## config.mk

```make
export PLATFORM = sky130hd
export DESIGN_NAME = pll_cfg_loader
export DESIGN_NICKNAME = d
export VERILOG_FILES = /design/src/rtl/pll_cfg_loader_pkg.sv /design/src/rtl/spi_word_tx.sv /design/src/rtl/pll_cfg_loader.sv
export SDC_FILE = /design/constraint.sdc
export NUM_CORES = 1
export LEC_CHECK = 0
export CORE_MARGIN = 2
export CORE_UTILIZATION = 50
export DETAILED_ROUTE_END_ITERATION = 10
export PLACE_DENSITY = 0.82
export SYNTH_ARGS = -nofsm -noshare
export SYNTH_HDL_FRONTEND = slang
export SYNTH_HIERARCHICAL = 1
export SYNTH_SLANG_ARGS = --single-unit
```

## constraint.sdc

```tcl
create_clock -name clk_i -period 11.2 [get_ports clk_i]
set_input_delay 2.24 -clock clk_i [delete_from_list [all_inputs] [get_ports clk_i]]
set_output_delay 2.24 -clock clk_i [all_outputs]
set_load 0.05 [all_outputs]
```

## src/rtl/pll_cfg_loader_pkg.sv

```systemverilog
// pll_cfg_loader_pkg: fmcw synthesizer defaults and mask-scan helper shared by the loader.
package pll_cfg_loader_pkg;
    localparam int REF_CLK_HZ    = 40_000_000;
    localparam int SCLK_HZ       = 20_000_000;
    localparam int DEF_NUM_REGS  = 10;
    localparam int DEF_REG_WIDTH = 32;
    localparam int DEF_CLK_DIV   = REF_CLK_HZ / (2 * SCLK_HZ);
    localparam logic [DEF_NUM_REGS*DEF_REG_WIDTH-1:0] DEF_REGS = {
        32'h0000_0007, 32'h0040_1006, 32'h00C0_0005, 32'h0180_4004, 32'h0030_0003,
        32'h0000_8012, 32'h0640_0011, 32'h2000_0010, 32'h0000_0000, 32'h0038_0000
    };
    function automatic int hi_below(logic [31:0] m, int lim);
        hi_below = -1;
        for (int i = 0; i < 32; i++)
            if (i < lim && m[i]) hi_below = i;
    endfunction
endpackage

```

## src/rtl/spi_word_tx.sv

```systemverilog
// spi_word_tx: shifts one word MSB first on LE/CLK/DATA, then holds LE high for the latch time.
module spi_word_tx #(
    parameter int REG_WIDTH = 32,
    parameter int CLK_DIV   = 1,
    parameter int LE_HIGH   = 2
) (
    input  logic                 clk_i,
    input  logic                 rst_n_i,
    input  logic                 start_i,
    input  logic [REG_WIDTH-1:0] word_i,
    output logic                 done_o,
    output logic                 le_o,
    output logic                 clk_o,
    output logic                 data_o
);
    localparam int BW = REG_WIDTH > 1 ? $clog2(REG_WIDTH) : 1;
    localparam int HW = $clog2(CLK_DIV + 1);
    localparam int LW = $clog2(LE_HIGH + 1);
    typedef enum logic [1:0] {W_IDLE, W_LOW, W_HIGH, W_LATCH} state_e;
    state_e               state_q, state_d;
    logic [REG_WIDTH-1:0] word_q, word_d;
    logic [BW-1:0]        bit_q, bit_d;
    logic [HW-1:0]        hp_q, hp_d;
    logic [LW-1:0]        lc_q, lc_d;
    logic                 le_q, le_d, clk_q, clk_d, data_q, data_d, hp_last, load;

    always_comb begin
        hp_last = hp_q == HW'(CLK_DIV - 1);
        done_o  = state_q == W_LATCH && lc_q == LW'(LE_HIGH - 1);
        load    = start_i && (state_q == W_IDLE || done_o);
        state_d = state_q;
        word_d  = load ? word_i : word_q;
        bit_d   = load ? BW'(REG_WIDTH - 1) : bit_q;
        if (load) state_d = W_LOW;
        else if (done_o) state_d = W_IDLE;
        else if (state_q == W_LOW && hp_last) state_d = W_HIGH;
        else if (state_q == W_HIGH && hp_last) begin
            state_d = bit_q == '0 ? W_LATCH : W_LOW;
            bit_d   = bit_q == '0 ? bit_q : bit_q - 1'b1;
        end
        hp_d   = state_d == state_q && (state_q == W_LOW || state_q == W_HIGH) ? hp_q + 1'b1 : '0;
        lc_d   = state_d == W_LATCH && state_q == W_LATCH ? lc_q + 1'b1 : '0;
        le_d   = !(state_d inside {W_LOW, W_HIGH});
        clk_d  = state_d == W_HIGH;
        data_d = state_d inside {W_LOW, W_HIGH} ? word_d[bit_d] : 1'b0;
    end

    always_ff @(posedge clk_i or negedge rst_n_i) begin
        if (!rst_n_i) begin
            state_q <= W_IDLE;
            word_q  <= '0;
            bit_q   <= '0;
            hp_q    <= '0;
            lc_q    <= '0;
            le_q    <= 1'b1;
            clk_q   <= 1'b0;
            data_q  <= 1'b0;
        end else begin
            state_q <= state_d;
            word_q  <= word_d;
            bit_q   <= bit_d;
            hp_q    <= hp_d;
            lc_q    <= lc_d;
            le_q    <= le_d;
            clk_q   <= clk_d;
            data_q  <= data_d;
        end
    end

    assign le_o   = le_q;
    assign clk_o  = clk_q;
    assign data_o = data_q;
endmodule

```

## src/rtl/pll_cfg_loader.sv

```systemverilog
// pll_cfg_loader: snapshots masked PLL registers and streams them highest index first over 3-wire SPI.
module pll_cfg_loader
    import pll_cfg_loader_pkg::*;
#(
    parameter int NUM_REGS   = DEF_NUM_REGS,
    parameter int REG_WIDTH  = DEF_REG_WIDTH,
    parameter int CLK_DIV    = DEF_CLK_DIV,
    parameter int LE_HIGH    = 2,
    parameter bit AUTO_START = 1'b1
) (
    input  logic                          clk_i,
    input  logic                          rst_n_i,
    input  logic [NUM_REGS*REG_WIDTH-1:0] regs_i,
    input  logic [NUM_REGS-1:0]           mask_i,
    input  logic                          start_i,
    input  logic                          pwr_en_i,
    input  logic                          muxout_i,
    output logic                          busy_o,
    output logic                          done_o,
    output logic                          lock_o,
    output logic                          ce_o,
    output logic                          le_o,
    output logic                          clk_o,
    output logic                          data_o
);
    localparam int RW = NUM_REGS > 1 ? $clog2(NUM_REGS) : 1;
    typedef enum logic [1:0] {S_IDLE, S_SEND, S_DONE} state_e;
    state_e                        state_q, state_d;
    logic [NUM_REGS*REG_WIDTH-1:0] shadow_q, shadow_d;
    logic [NUM_REGS-1:0]           mask_q, mask_d;
    logic [RW-1:0]                 idx_q, idx_d;
    logic                          auto_q, auto_d, busy_q, busy_d, done_q, done_d;
    logic                          ce_q, sync_q, lock_q, word_start, word_done;
    logic [REG_WIDTH-1:0]          word;
    logic [31:0]                   scan;
    int                            nxt;

    always_comb begin
        state_d  = state_q;
        shadow_d = shadow_q;
        mask_d   = mask_q;
        auto_d   = auto_q;
        scan     = '0;
        nxt      = -1;
        if (state_q == S_IDLE && (start_i || auto_q)) begin
            shadow_d = regs_i;
            mask_d   = auto_q ? '1 : mask_i;
            auto_d   = 1'b0;
            scan[NUM_REGS-1:0] = mask_d;
            nxt      = hi_below(scan, 32);
            state_d  = nxt < 0 ? S_DONE : S_SEND;
        end else if (state_q == S_SEND && word_done) begin
            scan[NUM_REGS-1:0] = mask_q;
            nxt      = hi_below(scan, int'(idx_q));
            state_d  = nxt < 0 ? S_DONE : S_SEND;
        end else if (state_q == S_DONE) state_d = S_IDLE;
        word_start = nxt >= 0;
        idx_d      = nxt >= 0 ? RW'(nxt) : idx_q;
        // The word is taken from next-state values so the first bit leaves on the acceptance edge.
        word       = shadow_d[int'(idx_d)*REG_WIDTH +: REG_WIDTH];
        busy_d     = state_d != S_IDLE;
        done_d     = state_d == S_DONE;
    end

    always_ff @(posedge clk_i or negedge rst_n_i) begin
        if (!rst_n_i) begin
            state_q  <= S_IDLE;
            shadow_q <= '0;
            mask_q   <= '0;
            idx_q    <= '0;
            auto_q   <= AUTO_START;
            busy_q   <= 1'b0;
            done_q   <= 1'b0;
            ce_q     <= 1'b0;
            sync_q   <= 1'b0;
            lock_q   <= 1'b0;
        end else begin
            state_q  <= state_d;
            shadow_q <= shadow_d;
            mask_q   <= mask_d;
            idx_q    <= idx_d;
            auto_q   <= auto_d;
            busy_q   <= busy_d;
            done_q   <= done_d;
            ce_q     <= pwr_en_i;
            sync_q   <= muxout_i;
            lock_q   <= sync_q;
        end
    end

    spi_word_tx #(.REG_WIDTH(REG_WIDTH), .CLK_DIV(CLK_DIV), .LE_HIGH(LE_HIGH)) u_tx (
        .clk_i   (clk_i),
        .rst_n_i (rst_n_i),
        .start_i (word_start),
        .word_i  (word),
        .done_o  (word_done),
        .le_o    (le_o),
        .clk_o   (clk_o),
        .data_o  (data_o)
    );

    assign busy_o = busy_q;
    assign done_o = done_q;
    assign ce_o   = ce_q;
    assign lock_o = lock_q;
endmodule
```

==> flow_metrics.env <==
export IMPL_gp_congestion=0.9452
export IMPL_cp_start_kind="input pin"
export IMPL_first_pass_iters=6
export IMPL_cts_tree="done"
export IMPL_ys_warn_count=6
export IMPL_p_leak_nw=11.15
export IMPL_hold_viol=0
export IMPL_clkSinkCount=387
export IMPL_drv_cap=0
export IMPL_synth_top_area_share_pct=49.10
export IMPL_synth_cell_types=77
export IMPL_regArea_sq_um=9691
export IMPL_drc_errors=0
export IMPL_async_flop_share_pct=100.0
export IMPL_hpwl_microns=45010
export IMPL_layout_drive_gt1_share_pct=8.570
export IMPL_final_setup_tns_ns=0
export IMPL_tightestPinTransition_ns=1.240
export IMPL_grt_first_pass_wirelength_microns=96950
export IMPL_grt_usage_pct=30.71
export IMPL_synth_nets=2442
export IMPL_final_cell_mix="474 x nand2_1, 384 x dfrtp_1, 340 x clkdlybuf4s50_1"
export IMPL_fillCellCount=2987
export IMPL_hold_end="lock_o"
export IMPL_slew_headroom_pct=15.18
export IMPL_worstPathMaxFanout=65
export IMPL_setup_viol=0
export IMPL_synthCells=2099
export IMPL_cts_root_buf="clkbuf_16"
export IMPL_hold_path_class="flop to flop"
export IMPL_first_iter_violations=1895
export IMPL_dieHeight_microns=202.1
export IMPL_synth_seq_cells=387
export IMPL_nets=2705
export IMPL_fmax_mhz=132.3
export IMPL_io_buffers=341
export IMPL_multiInputGateArea_sq_um=8690
export IMPL_io_pins=342
export IMPL_antenna_cells=0
export IMPL_placementRows=72
export IMPL_first_global_vias=17095
export IMPL_cts_clk_slew_worst_paths_ns=0.06
export IMPL_r2r_end="u_tx/data_o"
export IMPL_required_ns=11.63
export IMPL_drt_vias_per_instance=5.841
export IMPL_cp_arrival_ns=7.98
export IMPL_core_sq_um=38650
export IMPL_yosysTopAreaCell="dfrtp_1"
export IMPL_rsz0062_at_grt="no"
export IMPL_layout_commonest_cell="nand2_1"
export IMPL_cts_resized_gates=0
export IMPL_die_area_sq_um=40840
export IMPL_grt_max_degree=114
export IMPL_crit_type="input pin to flop"
export IMPL_clk_path_buf_depth=3
export IMPL_min_path_cells=0
export IMPL_status="finished clean"
export IMPL_dpl_cell_area_sq_um=23300
export IMPL_cts_buffers=41
export IMPL_reg2reg_depth=15
export IMPL_ys_flop_type="dfrtp_1"
export IMPL_wl_per_cell_microns=21.76
export IMPL_routed_wl_microns=63310
export IMPL_synth_edf_count=0
export IMPL_fin_area_sq_um=24670
export IMPL_fp_dieW_microns=202.1
export IMPL_report_final_slew_viol_count=0
export IMPL_synth_area_sq_um=19620
export IMPL_seq_area_frac_synth_pct=49.37
export IMPL_clk_latency_ns=0.55
export IMPL_ir_drop_mv=0.2407
export IMPL_reg2reg_slack_ns=5.18
export IMPL_period_share_pct=67.48
export IMPL_htree_num_levels=2
export IMPL_via_count=16997
export IMPL_syn_mean_instance_area_sq_um=9.348
export IMPL_grt_antenna_before_repair=0
export IMPL_ys_top_cells_by_area="dfrtp_1 49%, mux2i_1 11%, nand2_1 9.1%, a21oi_1 3.3%, inv_1 3.3%"
export IMPL_min_from="sync_q"
export IMPL_post_route_min_period_ns=7.557
export IMPL_end_kind="flop"
export IMPL_fin_skew_ns=0.02157
export IMPL_r2r_start="auto_q"
export IMPL_powerDensity_nw_per_um2=314.1
export IMPL_antenna_left=0
export IMPL_cts_setup_buffers=0
export IMPL_overflow=0
export IMPL_area_growth_pct=25.74
export IMPL_cts_hold_buf=0
export IMPL_start_util_pct=50.77
cell usage after synthesis, drive strengths merged (53+ instances only):
cell type and instances:
nand2 476, buf 58, mux2 53, a21oi 129, nor2 103, a211oi 69, clkbuf 87, dfrtp 385
o21ai 57, o211ai 67, mux2i 208, inv 176
report_power, final:
| group | internal [mW] | leakage, nW | switching (mW) |
|---|---|---|---|
| registers | 2.07 | 4.68 | 0.283 |
| logic | 1.39 | 5.79 | 2.61 |
| clock network | 0.829 | 0.676 | 0.568 |
| total | 4.29 | 11.2 | 3.46 |
layout make-up:
class	instances	share of cell area [%]
inverter	177	2.744
clock buffer	54	4.600
timing repair buffer	365	14.59
tap	518	2.627
multi-input combinational	1390	35.22
clock inverter	19	0.9433
sequential	387	39.28
through the flow:
step | instances | setup WS (ns) | hold WS, ns | power, mW | utilization (%)
after floorplan | 2099 | 5.905 | 0.3312 | 4.945 | -
after global placement | 2837 | 3.367 | 0.3346 | 6.084 | 60.30
after detailed placement | 2837 | 3.217 | 0.3470 | 6.219 | 60.30
after CTS | 2910 | 3.785 | 0.3583 | 7.650 | 63.84
after global routing | 2910 | 3.342 | 0.3600 | 8.182 | 63.84
final | 2910 | 3.643 | 0.3534 | 7.750 | 63.84
worst max-delay path, cell delays in order:
cell             delay (ns)
clkdlybuf4s50_1        0.56
nor2_1                 0.11
nor2_4                 0.83
o32a_1                 0.31
a21o_2                 0.14
buf_4                  0.54
and2_4                 0.73
buf_4                  0.66
a2111oi_0              0.32
a21oi_1                0.52
o211ai_1               0.13
mux2_2                 0.31
mux2i_1                0.17
a32oi_1                0.07
o21ai_0                0.18
o22ai_1                0.10
sequential cells by signal (all words and copies together), names as in the netlist, 2 cells and up:
signal / cells
u_tx/lc_q: 2
idx_q: 4
u_tx/bit_q: 5
mask_q: 10
shadow_q: 320
u_tx/word_q: 32
state_q: 2
u_tx/state_q: 2
layer usage:
metal,global-route usage (%),wire [microns],part of all wire (%)
met1,42.43,26010,41
met2,46.49,28030,44
met3,4.950,5438,8.6
met4,17.00,3830,6.0
met5,0,0,0
how the worst max path moves through the flow:
| stage | start | to | slack (ns) |
|---|---|---|---|
| 2_1_floorplan | mask_i[3] | u_tx/data_o | 5.91 |
| 3_3_place_gp | start_i | u_tx/data_o | 3.37 |
| 3_5_place_dp | start_i | u_tx/data_o | 3.22 |
| 4_1_cts | start_i | u_tx/data_o | 3.79 |
| 5_1_grt | start_i | u_tx/data_o | 3.34 |
| 6_report | start_i | u_tx/data_o | 3.64 |
kinds of logic (layout without fill, tap and decap cells):
| family | count (synthesis) | after routing | synth area share (%) |
|---|---|---|---|
| XOR/XNOR | 2 | 2 | 0.08929 |
| AND/OR/NAND/NOR | 694 | 694 | 15.20 |
| multiplexers | 261 | 261 | 13.65 |
| adder cells (fa/ha/maj) | 8 | 8 | 0.5102 |
| flip-flops | 387 | 387 | 49.37 |
| buffers and inverters | 322 | 615 | 6.562 |
| AO/OA/AOI/OAI | 425 | 425 | 14.62 |
(Power assumes the default switching activity.)
